[config.mk]
export PLATFORM = sky130hd
export DESIGN_NAME = core_run_ctrl
export DESIGN_NICKNAME = d
export VERILOG_FILES = /design/src/rtl/core_run_ctrl_pkg.sv /design/src/rtl/core_run_ctrl_run_cycle_counter.sv /design/src/rtl/core_run_ctrl.sv
export SDC_FILE = /design/constraint.sdc
export NUM_CORES = 1
export LEC_CHECK = 0
export ABC_AREA = 0
export BUFFER_PORTS_ARGS = -buffer_cell sky130_fd_sc_hd__buf_2
export CAP_MARGIN = 20
export CORE_MARGIN = 4
export CORE_UTILIZATION = 40
export DETAILED_ROUTE_END_ITERATION = 16
export PLACE_DENSITY_LB_ADDON = 0.15
export SLEW_MARGIN = 20
export SYNTH_ARGS = -nofsm -noshare
export SYNTH_HDL_FRONTEND = slang
export SYNTH_SLANG_ARGS = --single-unit
[constraint.sdc]
create_clock -name Clk -period 1.8 [get_ports Clk]
set_input_delay 0.36 -clock Clk [delete_from_list [all_inputs] [get_ports Clk]]
set_output_delay 0.36 -clock Clk [all_outputs]
set_load 0.03 [all_outputs]
[src/rtl/core_run_ctrl_pkg.sv]
// Shared definitions for the core run sequencer: state encoding and default init length.
package Definitions;

    typedef enum logic [2:0] {
        IDLE  = 3'd0,
        INIT  = 3'd1,
        REQ   = 3'd2,
        RUN   = 3'd3,
        DONE  = 3'd4,
        FAULT = 3'd5
    } run_state_t;

    localparam int DEF_INIT_CYCLES = 2;

endpackage

[src/rtl/core_run_ctrl_run_cycle_counter.sv]
// Saturating run-length counter with clear/enable; at_limit feeds the watchdog
// compare when CORE_RUN_CTRL_WATCHDOG_EN is defined, otherwise it is tied low.
module run_cycle_counter #(
    parameter int CW    = 16,
    parameter int LIMIT = 1000
) (
    input  logic          clk,
    input  logic          rst,
    input  logic          clr,
    input  logic          en,
    output logic [CW-1:0] count,
    output logic          at_limit
);

    logic [CW-1:0] count_r;

    // Count up while enabled, holding at all-ones instead of wrapping
    always_ff @(posedge clk or posedge rst) begin
        if (rst) begin
            count_r <= {CW{1'b0}};
        end else if (clr) begin
            count_r <= {CW{1'b0}};
        end else if (en && (count_r != {CW{1'b1}})) begin
            count_r <= count_r + CW'(1'b1);
        end else begin
            count_r <= count_r;
        end
    end

    assign count = count_r;

`ifdef CORE_RUN_CTRL_WATCHDOG_EN
    assign at_limit = (count_r == CW'(LIMIT));
`else
    assign at_limit = 1'b0;
`endif

endmodule

[src/rtl/core_run_ctrl.sv]
// Core run sequencer: init hold, one-cycle launch request, wait for ack, report.
// Optional watchdog fault path is compiled in with CORE_RUN_CTRL_WATCHDOG_EN.
module core_run_ctrl
    import Definitions::*;
#(
    parameter int INIT_CYCLES = DEF_INIT_CYCLES,
    parameter int CW          = 16,
    parameter int TIMEOUT     = 1000
) (
    input  logic          Clk,
    input  logic          Reset,
    input  logic          start,
    input  logic          core_ack,
    output logic          core_init,
    output logic          core_req,
    output logic          busy,
    output logic          done,
    output logic          timeout,
    output logic [CW-1:0] cycles
);

    localparam int             IW        = $clog2(INIT_CYCLES + 1);
    localparam logic [IW-1:0]  INIT_LOAD = IW'(INIT_CYCLES - 1);

    run_state_t    state_r;
    run_state_t    state_s;
    logic [IW-1:0] init_cnt_r;
    logic          at_limit_s;
    logic          expiry_s;
    logic          cnt_clr_s;
    logic          cnt_en_s;
    logic          core_init_s;
    logic          core_req_s;
    logic          busy_s;
    logic          done_s;
    logic          timeout_s;

    // Expiry freezes the count on the same edge that moves RUN into FAULT
    assign expiry_s  = (state_r == RUN) && at_limit_s;
    assign cnt_clr_s = (state_s == INIT) && (state_r != INIT);
    assign cnt_en_s  = ((state_r == REQ) || (state_r == RUN)) && !core_ack && !expiry_s;

    run_cycle_counter #(
        .CW    (CW),
        .LIMIT (TIMEOUT)
    ) u_cycle_counter (
        .clk      (Clk),
        .rst      (Reset),
        .clr      (cnt_clr_s),
        .en       (cnt_en_s),
        .count    (cycles),
        .at_limit (at_limit_s)
    );

    // State register
    always_ff @(posedge Clk or posedge Reset) begin
        if (Reset) begin
            state_r <= IDLE;
        end else begin
            state_r <= state_s;
        end
    end

    // Next-state logic; ack takes priority over watchdog expiry
    always_comb begin
        state_s = state_r;
        case (state_r)
            IDLE: begin
                if (start) state_s = INIT;
                else       state_s = IDLE;
            end
            INIT: begin
                if (init_cnt_r == {IW{1'b0}}) state_s = REQ;
                else                          state_s = INIT;
            end
            REQ: begin
                state_s = RUN;
            end
            RUN: begin
                if (core_ack) state_s = DONE;
`ifdef CORE_RUN_CTRL_WATCHDOG_EN
                else if (expiry_s) state_s = FAULT;
`endif
                else          state_s = RUN;
            end
            DONE: begin
                if (start) state_s = INIT;
                else       state_s = DONE;
            end
`ifdef CORE_RUN_CTRL_WATCHDOG_EN
            FAULT: begin
                if (start) state_s = INIT;
                else       state_s = FAULT;
            end
`endif
            default: begin
                state_s = IDLE;
            end
        endcase
    end

    // Init hold down-counter, loaded on every entry into INIT
    always_ff @(posedge Clk or posedge Reset) begin
        if (Reset) begin
            init_cnt_r <= {IW{1'b0}};
        end else if (cnt_clr_s) begin
            init_cnt_r <= INIT_LOAD;
        end else if ((state_r == INIT) && (init_cnt_r != {IW{1'b0}})) begin
            init_cnt_r <= init_cnt_r - IW'(1'b1);
        end else begin
            init_cnt_r <= init_cnt_r;
        end
    end

    // Output decode of the upcoming state, so outputs land in registers
    always_comb begin
        core_init_s = 1'b1;
        core_req_s  = 1'b0;
        busy_s      = 1'b0;
        done_s      = 1'b0;
        timeout_s   = 1'b0;
        case (state_s)
            IDLE: begin
                core_init_s = 1'b1;
            end
            INIT: begin
                busy_s = 1'b1;
            end
            REQ: begin
                core_init_s = 1'b0;
                core_req_s  = 1'b1;
                busy_s      = 1'b1;
            end
            RUN: begin
                core_init_s = 1'b0;
                busy_s      = 1'b1;
            end
            DONE: begin
                core_init_s = 1'b0;
                done_s      = 1'b1;
            end
`ifdef CORE_RUN_CTRL_WATCHDOG_EN
            FAULT: begin
                timeout_s = 1'b1;
            end
`endif
            default: begin
                core_init_s = 1'b1;
            end
        endcase
    end

    // Output registers
    always_ff @(posedge Clk or posedge Reset) begin
        if (Reset) begin
            core_init <= 1'b1;
            core_req  <= 1'b0;
            busy      <= 1'b0;
            done      <= 1'b0;
            timeout   <= 1'b0;
        end else begin
            core_init <= core_init_s;
            core_req  <= core_req_s;
            busy      <= busy_s;
            done      <= done_s;
            timeout   <= timeout_s;
        end
    end

endmodule
* After elaboration in Yosys (flattened, before gate mapping) *
Index checks and enable logic that the tools add are counted.

storage, ports and cells
  memory bits (writable) = 0
  output and inout bits = 21
  memories = 0
  bits in registers = 25
  latch bits = 0
  word-level logic and storage cells = 45
  bits in read-only memories = 0

operators by class
  div/mod/pow operators = 0
  bitwise logic cells = 0
  eq/ne operators = 10
  magnitude comparators = 0
  $add $sub $neg = 2
  $mul = 0
  muxes and demuxes = 13
  shifts and indexed selects = 0
  reductions and logical operators = 13

operators by type and width
  operator                                              count
  two-way mux 16 bit                                    2
  adder 16 x 1 -> 16 bit (second input constant)        1
  != test 16 bit (second input constant)                1
  one-hot mux 3 bit (5 select lines)                    1
  equality test 3 x 2 -> 1 bit (second input constant)  4
  equality test 3 x 1 -> 1 bit (second input constant)  2
  equality test 3 bit (second input constant)           2
  two-way mux 2 bit                                     3
  two-way mux 3 bit                                     2
  nonzero test 2 bit                                    3
  OR reduction 3 bit                                    2
  two-way mux 1 bit                                     5
  logical AND 1 bit                                     4
  logical NOT 3 bit                                     1
  != test 3 x 1 -> 1 bit (second input constant)        1
  logical NOT 2 bit                                     1
  subtractor 2 x 1 -> 2 bit (second input constant)     1
  logical NOT 1 bit                                     1
  logical OR 1 bit                                      1

* Depth between registers and ports, before layout *
Gate-level depths: netlist of the first run.

  word-level depth = 6
  depth in mapped cells = 6
  depth with buffers taken out = 5

* By module *
A second synthesis of the first run with hierarchy kept.

unflattened totals
  cells, all modules = 147
  area total of the unflattened synthesis = 1396.3 um^2

modules (own cells, without submodules)
  module             area an instance (um^2)  times used  cells each
  run_cycle_counter  943.4                    1           103
  core_run_ctrl      452.9                    1           44

* Worst setup path before layout of the first run *
OpenSTA, ideal clock, no wires.

  path kind = reg2reg
  from = register u_cycle_counter.count_r[0] (netlist: u_cycle_counter.count[0])
  to = register u_cycle_counter.count_r[7] (netlist: u_cycle_counter.count[7])
  period minus slack after synthesis = 1831 ps
  cell stages (with the launch flop) = 6
  required time = 1722 ps
  path buffers = 0
  arrival = 1753 ps
  setup time = 78 ps
  path slack = -31 ps
  cells stage by stage = dfrtp_1 > ha_1 > and3_1 > and4_1 > or4_1 > a21oi_1

between the ends
  cells in the longest elaborated chain, start to end = 3

RTL lines
  what                                                             line                                                                          text
  start: declaration                                               core_run_ctrl_run_cycle_counter.sv:15                                         logic [CW-1:0] count_r;
  start signal: assignment                                         core_run_ctrl_run_cycle_counter.sv:20                                         count_r <= {CW{1'b0}};
  start signal: assignment                                         core_run_ctrl_run_cycle_counter.sv:22                                         count_r <= {CW{1'b0}};
  start signal: assignment                                         core_run_ctrl_run_cycle_counter.sv:24                                         count_r <= count_r + CW'(1'b1);
  adder 16 x 1 -> 16 bit / != test 16 bit (equally long branches)  core_run_ctrl_run_cycle_counter.sv:24, core_run_ctrl_run_cycle_counter.sv:23
  two-way mux 16 bit / logical AND 1 bit (equally long branches)   core_run_ctrl_run_cycle_counter.sv:23                                         end else if (en && (count_r != {CW{1'b1}})) begin
  two-way mux 16 bit / nonzero test 2 bit (equally long branches)  -

Several ways; a longest one is shown, not always the timed one. The select of a mux whose other input is x is not followed.
A chain may end at the register's enable or synchronous reset.

* Final worst setup path of the first run *
  from = register u_cycle_counter.count_r[1] (netlist: u_cycle_counter.count[1])
  to = register u_cycle_counter.count_r[13] (netlist: u_cycle_counter.count[13])

Same word-level chain as after synthesis.

==> results.sh, run 1 <==
export IMPL_status="finished, final reports clean"
export IMPL_grt_pass1_wl_mm=4.90
export IMPL_die_w_um=65.4
export IMPL_clock_skew_ns=0.0131
export IMPL_whs_ns=0.0504
export IMPL_avgSynthCellArea_um2=9.98
export IMPL_instances_no_fill=211
export IMPL_grt_pass1_vias=1070
export IMPL_drive_above_1_share=0.311
export IMPL_worstSetupEndpointType="flip-flop"
export IMPL_crit_required_ns=2.05
export IMPL_cp_max_fo=4
export IMPL_die_area_mm2=0.00428
export IMPL_vias=1130
export IMPL_drc_errors=0
export IMPL_rr_endpoint="u_cycle_counter.count[13]"
export IMPL_htreeDepth=1
export IMPL_gp_congestion=0.839
export IMPL_crit_start="u_cycle_counter.count[1]"
export IMPL_maxCapViolCount=0
export IMPL_netlist_area_mm2=0.00132
export IMPL_rrSetupSlack_ns=0.06
export IMPL_crit_end="u_cycle_counter.count[13]"
export IMPL_peakVddDrop_mv=0.568
export IMPL_start_kind="flip-flop"
export IMPL_final_common_cell="buf_2"
export IMPL_cts_tree="done"
export IMPL_wire_per_inst_um=13.7
export IMPL_synth_seq_area_share=0.476
export IMPL_path_clk_slew_ns=0.15
export IMPL_pwr_density_cell_mw_per_mm2=1050
export IMPL_final_area_mm2=0.00160
export IMPL_tns_ns=0
export IMPL_ant_nets=0
export IMPL_drv_slew=0
export IMPL_row_count=20
export IMPL_syn_nets=138
export IMPL_clock_sinks=25
export IMPL_nets=174
export IMPL_area_sequential_um2=629
export IMPL_placed_cells=205
export IMPL_cts_buffers=3
export IMPL_period_needed_ns=1.74
export IMPL_setup_viol=0
export IMPL_firstDrtPassIters=4
export IMPL_hpwl_mm=2.13
export IMPL_clk_insertion_delay_late_ns=0.33
export IMPL_antenna_cells=0
export IMPL_final_util=0.514
export IMPL_fillCellCount=315
export IMPL_synth_edff_count=0
export IMPL_grt_max_degree=26
export IMPL_r2r_start="u_cycle_counter.count[1]"
export IMPL_grt_usage=0.145
export IMPL_worstSetupPathType="flip-flop to flip-flop"
export IMPL_p_leak_nw=0.716
export IMPL_fmax_mhz=576
export IMPL_synthCells=132
export IMPL_antenna_found_initial=0
export IMPL_initial_core_util=0.425
export IMPL_r2r_cells=5
export IMPL_hold_viol_final=0
export IMPL_synth_cell_types=38
export IMPL_hp_class="primary input to async pin"
export IMPL_via_per_inst=5.36
export IMPL_port_buffers=23
export IMPL_area_growth_pct=21.1
export IMPL_async_reset_ff_frac=1.00
export IMPL_cts_buffer_depth=2
export IMPL_core_area_mm2=0.00310
export IMPL_multi_input_area_um2=652
export IMPL_drtIter0Drc=37
export IMPL_rsz0062_at_grt="no"
export IMPL_synth_ff_type="dfrtp_1"
export IMPL_dpl_cell_area_mm2=0.00154
export IMPL_io_pins=25
export IMPL_holdBufCountCts=0
export IMPL_die_height_um=65.4
export IMPL_grt_overflow=0
export IMPL_yosys_warnings=0
export IMPL_root_buffer="clkbuf_4"
export IMPL_synth_seq_cells=25
export IMPL_final_period_utilization=0.964
export IMPL_cp_arrival_ns=1.99
export IMPL_mostFrequentLayoutCells="23 x buf_2, 22 x dfrtp_1, 14 x nand2_1"
export IMPL_drt_wl_total_mm=2.89
cell type report:
cell class	instances	share of cell area
inverter	7	0.0165
clock buffer	3	0.0141
timing repair buffer	35	0.129
sequential	25	0.395
multi-input combinational	96	0.409
clock inverter	1	0.00314
tap	44	0.0345
stage by stage:
step	power (mW)	setup WS (ns)
final	1.67	0.0645
after global routing	1.80	0.00561
after CTS	1.66	0.0256
after detailed placement	1.40	0.0747
after global placement	1.38	0.131
after floorplan	1.23	0.0257
cell families after synthesis:
kind of cell               after synthesis  synth area share
xor gates and xnor gates                 1           0.00665
other                                    1           0.00285
buffers and inverters                   11            0.0408
AOI/OAI and AO/OA                       32             0.161
adders and majority gates                2            0.0190
DFF                                     25             0.476
and+or+nand+nor                         56             0.263
muxes                                    4            0.0304
metal layers:
metal,part of all wire,track usage
met1,0.46,0.183
met2,0.48,0.245
met3,0.048,0.0274
met5,0,0
met4,0.0073,0.0544
cells in the mapped netlist, drive strengths merged, types with 3 or more instances:
library cell / count / area (µm²)
dfrtp: 24 / 601
o31ai: 10 / 75.1
a21oi: 9 / 45.0
buf: 3 / 23.8
nor3: 3 / 15.0
o211ai: 4 / 30.0
or4: 6 / 45.0
o21ai: 4 / 20.0
inv: 7 / 26.3
nand2: 14 / 52.6
nor2: 5 / 18.8
and4: 5 / 46.3
nand4: 3 / 18.8
or3: 3 / 18.8
mux2i: 4 / 40.0
nand3: 7 / 52.6
how the worst min path moves through the flow:
stage / startpoint / to / slack (ns) / depth (start not counted)
after CTS: Reset / u_cycle_counter.count[6] / 0.06 / 3
after floorplan: Reset / busy / 0.39 / 1
final: Reset / u_cycle_counter.count[2] / 0.05 / 3
after global routing: Reset / u_cycle_counter.count[12] / 0.08 / 3
after global placement: Reset / u_cycle_counter.count[12] / 0.43 / 3
after detailed placement: Reset / u_cycle_counter.count[12] / 0.43 / 3
worst max-delay path: stages (launching register included):
cell and delay (ns):
dfrtp_2 0.45, ha_1 0.21, buf_4 0.15, a211o_1 0.30, or4_1 0.41, a21oi_1 0.14
registers in the layout (all words and copies together) (netlist names):
name                   flops
u_cycle_counter.count     16
state_r                    3
init_cnt_r                 2
busy                       1
core_init                  1
core_req                   1
done                       1
power by group:
part | internal [mW] | leakage, nW | total [mW] | switching, mW
Sequential | 0.675 | 0.329 | 0.735 | 0.0595
Clock | 0.0833 | 0.0177 | 0.263 | 0.180
Combinational | 0.265 | 0.369 | 0.673 | 0.407
repair_timing:
action	4_1_cts	5_1_grt
resized for setup	0	4
endpoints found under the setup margin	0	3
setup buffers	0	2
No activity file was read; power rests on OpenSTA's default activity.
==> run 2: changes to the inputs <==
--- a/config.mk
+++ b/config.mk
@@ -9,7 +9,7 @@
 export BUFFER_PORTS_ARGS = -buffer_cell sky130_fd_sc_hd__buf_2
 export CAP_MARGIN = 20
 export CORE_MARGIN = 4
-export CORE_UTILIZATION = 40
+export CORE_UTILIZATION = 50
 export DETAILED_ROUTE_END_ITERATION = 16
 export PLACE_DENSITY_LB_ADDON = 0.15
 export SLEW_MARGIN = 20
==> constraint.sdc (replaced) <==
create_clock -name Clk -period 1.8 [get_ports Clk]
set_input_delay 0.36 -clock Clk [delete_from_list [all_inputs] [get_ports Clk]]
set_output_delay 0.36 -clock Clk [all_outputs]
set_load 0.005 [all_outputs]
==> run 2 against run 1 <==
Compared with the run above:
- sequential power barely moved
- cell count shrank 8.1%
- critical path depth did not move
- via count grew 2.6%
- die area decreased by 18%
- final area shrank 3.7%
- first-iteration DRC count rose by 100%
- sequential share of layout area up 1.3 points
- non-clock buffer count fell by 3
==> results.sh, run 2 (synthesis results as in run 1) <==
export IMPL_mostFrequentLayoutCells="24 x dfrtp_1, 23 x buf_2, 14 x nand2_1"
export IMPL_slowest_delay_ns=0.44
export IMPL_nets=171
export IMPL_postCtsSetupBuffers=0
export IMPL_fmax_mhz=582
export IMPL_final_util=0.615
export IMPL_via_per_inst=5.97
export IMPL_tns_ns=0
export IMPL_drive_above_1_share=0.256
export IMPL_firstDrtPassIters=4
export IMPL_hp_class="primary input to async pin"
export IMPL_initial_core_util=0.527
export IMPL_largest_register_ffs=16
export IMPL_grt_usage=0.179
export IMPL_fin_ws_ns=0.0822
export IMPL_hpwl_mm=2.18
export IMPL_wire_per_inst_um=15.0
export IMPL_cp_arrival_ns=1.98
export IMPL_cp_max_fo=4
export IMPL_area_growth_pct=16.6
export IMPL_vias=1159
export IMPL_maxCapViolCount=0
export IMPL_drt_wl_total_mm=2.91
export IMPL_clock_skew_ns=0.00641
export IMPL_holdBufCountCts=0
export IMPL_cts_resized=0
export IMPL_grt_pass1_wl_mm=4.88
export IMPL_pwr_density_cell_mw_per_mm2=1000
export IMPL_r2r_start="u_cycle_counter.count[1]"
export IMPL_cts_buffer_depth=2
export IMPL_r2r_cells=5
export IMPL_rrSetupSlack_ns=0.08
export IMPL_worstSetupPathType="flip-flop to flip-flop"
export IMPL_htreeDepth=1
export IMPL_crit_required_ns=2.06
export IMPL_drc_errors=0
export IMPL_grt_pass1_vias=1118
export IMPL_final_area_mm2=0.00154
export IMPL_gp_congestion=0.821
export IMPL_drtIter0Drc=74
export IMPL_area_sequential_um2=627
export IMPL_core_area_mm2=0.00250
export IMPL_rsz0062_at_grt="no"
export IMPL_cp_buffers_inverters=1
export IMPL_p_leak_nw=0.697
export IMPL_critical_path_top_delay_family="compound AO/OA/AOI/OAI gates"
export IMPL_setup_viol=0
export IMPL_drv_slew=0
export IMPL_cts_buffers=3
export IMPL_final_period_utilization=0.954
export IMPL_cts_tree="done"
export IMPL_port_buffers=23
export IMPL_hold_viol_final=0
export IMPL_crit_slowest_cell="dfrtp_1"
export IMPL_dpl_worst_slack_ns=0.0670
export IMPL_start_kind="flip-flop"
export IMPL_io_pins=25
export IMPL_path_clk_slew_ns=0.14
export IMPL_multi_input_area_um2=637
export IMPL_status="finished, final reports clean"
export IMPL_root_buffer="clkbuf_4"
export IMPL_fillCellCount=219
export IMPL_dpl_cell_area_mm2=0.00151
export IMPL_period_needed_ns=1.72
export IMPL_die_height_um=59.3
export IMPL_antenna_cells=0
export IMPL_die_area_mm2=0.00352
export IMPL_row_count=18
export IMPL_die_w_um=59.3
export IMPL_clk_insertion_delay_late_ns=0.32
export IMPL_p_total_mw=1.54
export IMPL_antenna_found_initial=0
export IMPL_worstSetupEndpointType="flip-flop"
export IMPL_grt_overflow=0
export IMPL_rr_endpoint="u_cycle_counter.count[13]"
export IMPL_clock_sinks=25
export IMPL_grt_max_degree=26
export IMPL_ant_nets=0
export IMPL_cp_cell_sequence="ha_1 -> buf_4 -> a211o_1 -> or4_1 -> a21oi_1"
export IMPL_peakVddDrop_mv=0.816
export IMPL_final_common_cell="dfrtp_1"
[run 2: worst max-delay path by stage]
stage	cells past startpoint	startpoint	to	slack (ns)
after floorplan	5	u_cycle_counter.count[0]	u_cycle_counter.count[7]	0.11
after global placement	5	core_ack	u_cycle_counter.count[13]	0.13
after detailed placement	5	core_ack	u_cycle_counter.count[8]	0.07
after global routing	6	u_cycle_counter.count[1]	u_cycle_counter.count[5]	0.008
after CTS	5	u_cycle_counter.count[1]	u_cycle_counter.count[13]	0.09
final	5	u_cycle_counter.count[1]	u_cycle_counter.count[13]	0.08
[run 2: area by class of cell]
type	instances	share of cell area
timing repair buffer	32	0.119
clock buffer	4	0.0171
multi-input combinational	96	0.414
sequential	25	0.408
tap	30	0.0244
inverter	7	0.0171
[run 2: report_power, final]
part | switching (mW) | internal (mW) | total [mW]
clock network | 0.168 | 0.0869 | 0.255
logic | 0.304 | 0.247 | 0.551
registers | 0.0635 | 0.672 | 0.736
[run 2: metrics by stage]
step,hold WS (ns),cells
finish,0.0615,194
global placement,0.422,190
detailed placement,0.442,190
global route,0.0825,194
floorplan,0.387,132
CTS,0.0777,194
[run 2: worst min-delay path: cells and delay by family]
kind | cells | cell delay [ns]
buffers and inverters | 3 | 0.45
[run 2: layer usage]
layer | GRT usage | wire length [µm] | vias up
met5 | 0 | 0 | -
li1 | - | - | 562
met3 | 0.0436 | 165 | 6
met4 | 0.0485 | 29 | 0
met2 | 0.315 | 1500 | 36
met1 | 0.214 | 1220 | 555
